### config.mk
export PLATFORM = sky130hd
export DESIGN_NAME = i_line_fill_ctrl_flat
export DESIGN_NICKNAME = d
export VERILOG_FILES = /design/src/rtl/i_mem_pkg.sv /design/src/rtl/i_line_fill_ctrl_if.sv /design/src/rtl/ram_resp_tracker.sv /design/src/rtl/i_line_fill_ctrl.sv /design/src/flat_wrapper.sv
export SDC_FILE = /design/constraint.sdc
export NUM_CORES = 1
export LEC_CHECK = 0
export BUFFER_PORTS_ARGS = -buffer_cell sky130_fd_sc_hd__buf_2
export CORE_ASPECT_RATIO = 0.7
export CORE_MARGIN = 4
export CORE_UTILIZATION = 52
export CTS_BUF_LIST = sky130_fd_sc_hd__clkbuf_16
export CTS_CLUSTER_DIAMETER = 120
export DETAILED_ROUTE_END_ITERATION = 10
export GPL_TIMING_DRIVEN = 0
export PLACE_DENSITY = 0.77
export SYNTH_ARGS = -nofsm -noshare
export SYNTH_HDL_FRONTEND = slang
export SYNTH_SLANG_ARGS = --single-unit
### constraint.sdc
create_clock -name clk -period 7.9 [get_ports clk]
set_input_delay 1.185 -clock clk [delete_from_list [all_inputs] [get_ports clk]]
set_output_delay 1.185 -clock clk [all_outputs]
set_load 0.01 [all_outputs]
### src/rtl/i_mem_pkg.sv
// Shared definitions for the instruction line-fill engine: line geometry
// and the fill FSM state encoding.
package i_mem_pkg;

  localparam int LINE_W        = 128;
  localparam int WORD_W        = 32;
  localparam int BEATS         = 4;
  localparam int LINE_OFF_BITS = 4;

  typedef enum logic [1:0] {
    IDLE  = 2'd0,
    ISSUE = 2'd1,
    DRAIN = 2'd2,
    DONE  = 2'd3
  } fill_state_t;

endpackage

### src/rtl/i_line_fill_ctrl_if.sv
// Cache-side line request and memory-side word read port of the fill engine.
interface i_line_fill_ctrl_if #(
  parameter int ADDR_W = 32
);
  import i_mem_pkg::*;

  // Handshake: mem_read_start is a level request that the cache holds until
  // it sees the single-cycle mem_read_rdy pulse; mem_bus_data is valid in
  // that pulse cycle. The RAM side has no backpressure: each ram_rd cycle
  // returns ram_rdata exactly RD_LATENCY cycles later.
  logic              mem_read_start;
  logic [ADDR_W-1:0] mem_bus_address;
  logic [LINE_W-1:0] mem_bus_data;
  logic              mem_read_rdy;
  logic [ADDR_W-1:0] ram_addr;
  logic              ram_rd;
  logic [WORD_W-1:0] ram_rdata;

  modport slave (
    input  mem_read_start, mem_bus_address, ram_rdata,
    output mem_bus_data, mem_read_rdy, ram_addr, ram_rd
  );

  modport master (
    output mem_read_start, mem_bus_address, ram_rdata,
    input  mem_bus_data, mem_read_rdy, ram_addr, ram_rd
  );

endinterface

### src/rtl/ram_resp_tracker.sv
// Fixed-latency shift register that tags each issued read with its beat
// index so the returning word lands in the right slot of the line.
module ram_resp_tracker #(
  parameter int RD_LATENCY = 2
) (
  input  logic       clk,
  input  logic       reset,
  input  logic       push_i,
  input  logic [1:0] push_idx_i,
  output logic       cap_valid_o,
  output logic [1:0] cap_idx_o
);

  logic [RD_LATENCY-1:0] vld_q;
  logic [1:0]            idx_q [RD_LATENCY];

  // Stage k holds the beat whose ram_rd cycle ended k+1 edges ago, so the
  // last stage lines up with the cycle its data is on ram_rdata.
  always_ff @(posedge clk or posedge reset) begin
    if (reset) begin
      vld_q <= '0;
      for (int i = 0; i < RD_LATENCY; i++) begin
        idx_q[i] <= 2'd0;
      end
    end else begin
      vld_q[0] <= push_i;
      idx_q[0] <= push_idx_i;
      for (int i = 1; i < RD_LATENCY; i++) begin
        vld_q[i] <= vld_q[i-1];
        idx_q[i] <= idx_q[i-1];
      end
    end
  end

  assign cap_valid_o = vld_q[RD_LATENCY-1];
  assign cap_idx_o   = idx_q[RD_LATENCY-1];

endmodule

### src/rtl/i_line_fill_ctrl.sv
// Instruction line-fill engine: reads a 16-byte line as four word reads
// from fixed-latency memory and returns it with a one-cycle ready pulse.
module i_line_fill_ctrl
  import i_mem_pkg::*;
#(
  parameter int RD_LATENCY = 2,
  parameter int ADDR_W     = 32
) (
  input  logic              clk,
  input  logic              reset,
  i_line_fill_ctrl_if.slave bus,
  output logic              busy,
  output fill_state_t       dbg_state_o
);

  localparam int BASE_W = ADDR_W - LINE_OFF_BITS;

  fill_state_t       state_q;
  logic [BASE_W-1:0] base_q;
  logic [1:0]        issue_cnt_q;
  logic [2:0]        cap_cnt_q;
  logic [LINE_W-1:0] line_q;
  logic [ADDR_W-1:0] addr_q;
  logic              rd_q;
  logic              rdy_q;
  logic              busy_q;

  logic              cap_valid;
  logic [1:0]        cap_idx;
  logic              unused_addr_bits;

  assign unused_addr_bits = ^bus.mem_bus_address[LINE_OFF_BITS-1:0];

  ram_resp_tracker #(
    .RD_LATENCY (RD_LATENCY)
  ) u_trk (
    .clk        (clk),
    .reset      (reset),
    .push_i     (rd_q),
    .push_idx_i (issue_cnt_q),
    .cap_valid_o(cap_valid),
    .cap_idx_o  (cap_idx)
  );

  always_ff @(posedge clk or posedge reset) begin
    if (reset) begin
      state_q     <= IDLE;
      base_q      <= '0;
      issue_cnt_q <= 2'd0;
      cap_cnt_q   <= 3'd0;
      line_q      <= '0;
      addr_q      <= '0;
      rd_q        <= 1'b0;
      rdy_q       <= 1'b0;
      busy_q      <= 1'b0;
    end else begin
      // Captures run independently of state; with short latency they
      // overlap the tail of ISSUE.
      if (cap_valid) begin
        line_q[{cap_idx, 5'd0} +: WORD_W] <= bus.ram_rdata;
        cap_cnt_q <= cap_cnt_q + 3'd1;
      end
      case (state_q)
        IDLE: begin
          if (bus.mem_read_start) begin
            base_q      <= bus.mem_bus_address[ADDR_W-1:LINE_OFF_BITS];
            addr_q      <= {bus.mem_bus_address[ADDR_W-1:LINE_OFF_BITS], 4'h0};
            issue_cnt_q <= 2'd0;
            cap_cnt_q   <= 3'd0;
            rd_q        <= 1'b1;
            busy_q      <= 1'b1;
            state_q     <= ISSUE;
          end
        end
        ISSUE: begin
          // Only the word-select bits advance, so the line base never carries.
          if (issue_cnt_q == 2'(BEATS - 1)) begin
            rd_q    <= 1'b0;
            state_q <= DRAIN;
          end else begin
            issue_cnt_q <= issue_cnt_q + 2'd1;
            addr_q      <= {base_q, issue_cnt_q + 2'd1, 2'b00};
          end
        end
        DRAIN: begin
          if (cap_valid && (cap_cnt_q == 3'(BEATS - 1))) begin
            rdy_q   <= 1'b1;
            state_q <= DONE;
          end
        end
        DONE: begin
          rdy_q   <= 1'b0;
          busy_q  <= 1'b0;
          state_q <= IDLE;
        end
        default: state_q <= IDLE;
      endcase
    end
  end

  assign bus.mem_bus_data = line_q;
  assign bus.mem_read_rdy = rdy_q;
  assign bus.ram_addr     = addr_q;
  assign bus.ram_rd       = rd_q;
  assign busy             = busy_q;
  assign dbg_state_o      = state_q;

endmodule
### src/flat_wrapper.sv
// flat-port wrapper written by rule: the top's interface ports become plain ports
module i_line_fill_ctrl_flat import i_mem_pkg::*;
#(
  parameter int RD_LATENCY = 2,
  parameter int ADDR_W     = 32
)
  (clk, reset, busy, dbg_state_o, bus_mem_read_start, bus_mem_bus_address, bus_ram_rdata, bus_mem_bus_data, bus_mem_read_rdy, bus_ram_addr, bus_ram_rd);
  i_line_fill_ctrl_if #(.ADDR_W(ADDR_W)) bus_i ();
  input  logic clk;
  input  logic reset;
  output logic busy;
  output fill_state_t dbg_state_o;
  input wire logic [$bits(bus_i.mem_read_start)-1:0] bus_mem_read_start;
  input wire logic [$bits(bus_i.mem_bus_address)-1:0] bus_mem_bus_address;
  input wire logic [$bits(bus_i.ram_rdata)-1:0] bus_ram_rdata;
  output wire logic [$bits(bus_i.mem_bus_data)-1:0] bus_mem_bus_data;
  output wire logic [$bits(bus_i.mem_read_rdy)-1:0] bus_mem_read_rdy;
  output wire logic [$bits(bus_i.ram_addr)-1:0] bus_ram_addr;
  output wire logic [$bits(bus_i.ram_rd)-1:0] bus_ram_rd;
  assign bus_i.mem_read_start = bus_mem_read_start;
  assign bus_i.mem_bus_address = bus_mem_bus_address;
  assign bus_i.ram_rdata = bus_ram_rdata;
  assign bus_mem_bus_data = bus_i.mem_bus_data;
  assign bus_mem_read_rdy = bus_i.mem_read_rdy;
  assign bus_ram_addr = bus_i.ram_addr;
  assign bus_ram_rd = bus_i.ram_rd;
  i_line_fill_ctrl #(.RD_LATENCY(RD_LATENCY), .ADDR_W(ADDR_W)) u_core (.clk(clk), .reset(reset), .bus(bus_i), .busy(busy), .dbg_state_o(dbg_state_o));
endmodule
==> results.txt <==
----------------------------------------------------
[Status]
  Status ... complete, no violations

[Placed design]
  Routability Congestion ... 0.830
  Place WS ... 5.48 ns
  Placement-stage cell area ... 9370 um^2
  Number of port buffers ... 224
  Post-detailed-placement half-perimeter wirelength ... 14.9 mm

[CTS]
  Clock transition at the register clock pins on the worst setup and hold paths after CTS ... 0.07 ns
  TritonCTS buffer count ... 17
  Clock sink count ... 200
  Quantity of hold-fixing buffers added after cts ... 0
  Source-to-sink clock delay at the later pin of the worst-skew pair ... 0.43 ns
  H-Tree Level Count ... 4
  Clock tree from TritonCTS ... built
  Deepest clock path buffer count ... 2
  Post-CTS Setup Inserts ... 0
  # resized after CTS ... 0
  Clock root buffer ... clkbuf_16

[Routing]
  Ratio of routed vias to standard cells ... 5.78
  ANT nets after route ... 0
  Routed length per instance ... 21.5 um
  Remaining design rule violation count ... 0
  Total routed wirelength ... 20.9 mm
  Detailed Route Iter0 Violations ... 339
  Detailed-routing iteration count for the pre-antenna-repair pass ... 4
  Overall via count from detail_route ... 5,628

[Logic synthesis]
  Most used flip-flop cell after synthesis ... dfrtp_1
  Number of flip-flops and latches in the synthesized netlist ... 200
  Number of enable-type register cells in the synthesized netlist ... 0
  Seq/Total Area, Yosys ... 62.8%
  Ranking of synthesized cells by area ... dfrtp_1 63%, a22o_1 14%, mux2_2 9.3%
  Count of distinct cell types in the synthesized netlist ... 37
  FFs w/ async S/R, synth ... 100%
  Cell area after synthesis ... 7970 um^2
  Most frequently used cell type in the post-synthesis netlist ... dfrtp_1
  Yosys Warn Count ... 0
  Cells after Synth ... 521
  Portion of synthesized cell area occupied by the leading cell type ... 62.8%
  Leading post-synthesis cells by instance count ... 200 x dfrtp_1, 130 x a22o_1, 66 x mux2_2
  Syn_area_per_cell ... 15.3 um^2
  Largest area contributor in the synthesized netlist ... dfrtp_1

[Pwr]
  Switching share of total power ... 22.8%
  Net load switching power ... 0.450 mW
  Combinational group share of total power ... 3.0%
  Standby leakage power ... 5.59 nW
  Power per cell area ... 198 nW/um^2
  Portion of total power attributed to the clock network ... 45.2%
  Cell internal power dissipation ... 1.52 mW
  Sequential power share ... 51.8%
  Maximum resistive drop on vdd ... 136 uV
  Final Power ... 1.97 mW

[GRT]
  Remaining global-route overflow ... 0
  First-pass GRT wire length ... 33.8 mm
  Largest net degree at the start of global routing ... 134
  Tot GR Track Use ... 24.5%
  Number of antenna violations at the first check in global routing ... 0
  Vias in the first global route ... 6,012

[Timing]
  Relative max-transition margin ... 56.3%
  Total Neg Setup Slack ... 0 ns
  Setup violation total in the final timing report ... 0
  Final setup skew ... 0.00801 ns
  Setup repair after global routing missed its margin ... no
  Fraction of the cycle the final worst path needs ... 28.3%
  Slew at the pin closest to its max-slew limit ... 0.655 ns
  Hold Vio Cnt, Final ... 0
  Least setup slack across all paths after layout ... 5.66 ns
  Final period demand of the worst path ... 2.24 ns
  Fin. max-slew vios ... 0
  Max Clock Freq ... 0.447 GHz

[Worst setup path]
  Req. time, crit path ... 6.71 ns
  Kind of cell adding the most delay to the critical path ... flip-flops
  Cell breakdown of the critical path ... buf_2
  Slowest cell on crit path ... dfrtp_1
  Setup slack on the worst flop-to-flop path ... 5.84 ns
  Stage delay of the slowest cell on the critical path ... 0.45 ns
  Critical path start-end classification ... register to output pin
  Number of buffers and inverters on the critical path ... 1
  Critical path capture point type ... output pin
  Largest driver fanout on the critical path ... 6
  Endpoint arrival time on the critical path ... 1.05 ns
  Kind of launch point of the worst setup path ... register

[Floorplan]
  Chip Height ... 112 um
  Initial Utilization ... 53.6%
  Row cnt ... 37
  Die width ... 156 um
  I/O pins ... 232
  Area of the die ... 17,400 um^2
  Core Box Area ... 14,900 um^2

[Worst hold path]
  Hold Crit Class ... register to register

[Layout]
  NumNets Final ... 846
  Final design utilization ... 67.1%
  Layout cell share with drive strength beyond 1 ... 48.5%
  Layout-stage area growth over the synthesis result ... 25.2%
  Non-Filler Cell Area, Final ... 9970 um^2
  Number of antenna diodes ... 0

[Run]
  Max-cap check violation count ... 0

----------------------------------------------------
[layout by cell type, fill, tap and decap left out, drive strengths merged, types with 3 or more instances in the layout]
cell      n
buf     257
mux2     86
mux2i     4
nand2     8
clkinv    3
dfrtp   200
ha       13
clkbuf   24
nor2b     4
o21ai     3
inv      19
and3      3
a22o    130
[stage by stage]
step,hold WS [ns],std cells
after floorplan,0.331,522
after global placement,0.335,941
after detailed placement,0.336,942
after CTS,0.350,973
after global routing,0.363,973
final,0.348,973
[worst paths after layout]
kind,startpoint,to,depth (start not counted)
hold reg to reg,u_core.u_trk.idx_q[3],u_core.u_trk.cap_idx_o[1],0
setup reg to reg,u_core.u_trk.cap_idx_o[0],u_core.bus.mem_bus_data[104],7
setup / recovery,u_core.issue_cnt_q[0],bus_ram_addr[2],1
hold / removal,u_core.u_trk.idx_q[3],u_core.u_trk.cap_idx_o[1],0
min in group asynchronous,reset,u_core.bus.ram_addr[16],2
max in group asynchronous,reset,u_core.bus.mem_bus_data[10],3
[final cells by class]
class | count | area [um^2]
repair buffers | 225 | 1150
fillers | 1054 | 4890
clock inverters | 14 | 178
flip-flops and latches | 200 | 5000
multi-input cells | 273 | 2680
clock buffers | 17 | 425
plain buffers | 39 | 250
well taps | 195 | 244
inverters | 10 | 45.0
[logic make-up after synthesis]
family                     count (synthesis)  synth area share [%]
other                                      1                0.0471
muxes                                     90                  13.6
AOI/OAI and AO/OA                        143                  15.7
DFF                                      200                  62.8
xor gates and xnor gates                   1                 0.110
adders and majority gates                 13                  2.04
and+or+nand+nor                           24                  2.06
buffers and inverters                     49                  3.61
[layer usage]
metal / global-route usage, % / up-vias / share of wire (%) / routed length [um]
li1: - / 2443 / - / -
met1: 33.9 / 2937 / 42 / 8850
met2: 38.8 / 203 / 48 / 10100
met3: 5.09 / 45 / 6.4 / 1340
met4: 8.69 / 0 / 3.0 / 635
met5: 0 / - / 0 / 0
[state kept, by name, summed over array words and instances (netlist names)]
signal	flops
u_core.u_trk.cap_idx_o	2
u_core.u_trk.idx_q	2
u_core.bus.ram_rd	1
u_core.busy	1
u_core.bus.ram_addr	29
u_core.bus.mem_read_rdy	1
u_core.issue_cnt_q	1
u_core.base_q	28
u_core.cap_cnt_q	3
u_core.u_trk.vld_q	2
u_core.dbg_state_o	2
u_core.bus.mem_bus_data	128
[power groups by stage]
stage / logic [mW] / registers (mW) / clock network (mW)
floorplan: 0.0244 / 1.04 / 0
global placement: 0.0533 / 1.04 / 0
detailed placement: 0.0590 / 1.04 / 0
CTS: 0.0596 / 1.02 / 0.906
global route: 0.0660 / 1.02 / 0.956
finish: 0.0584 / 1.02 / 0.893
No activity file was read; power rests on OpenSTA's default activity.
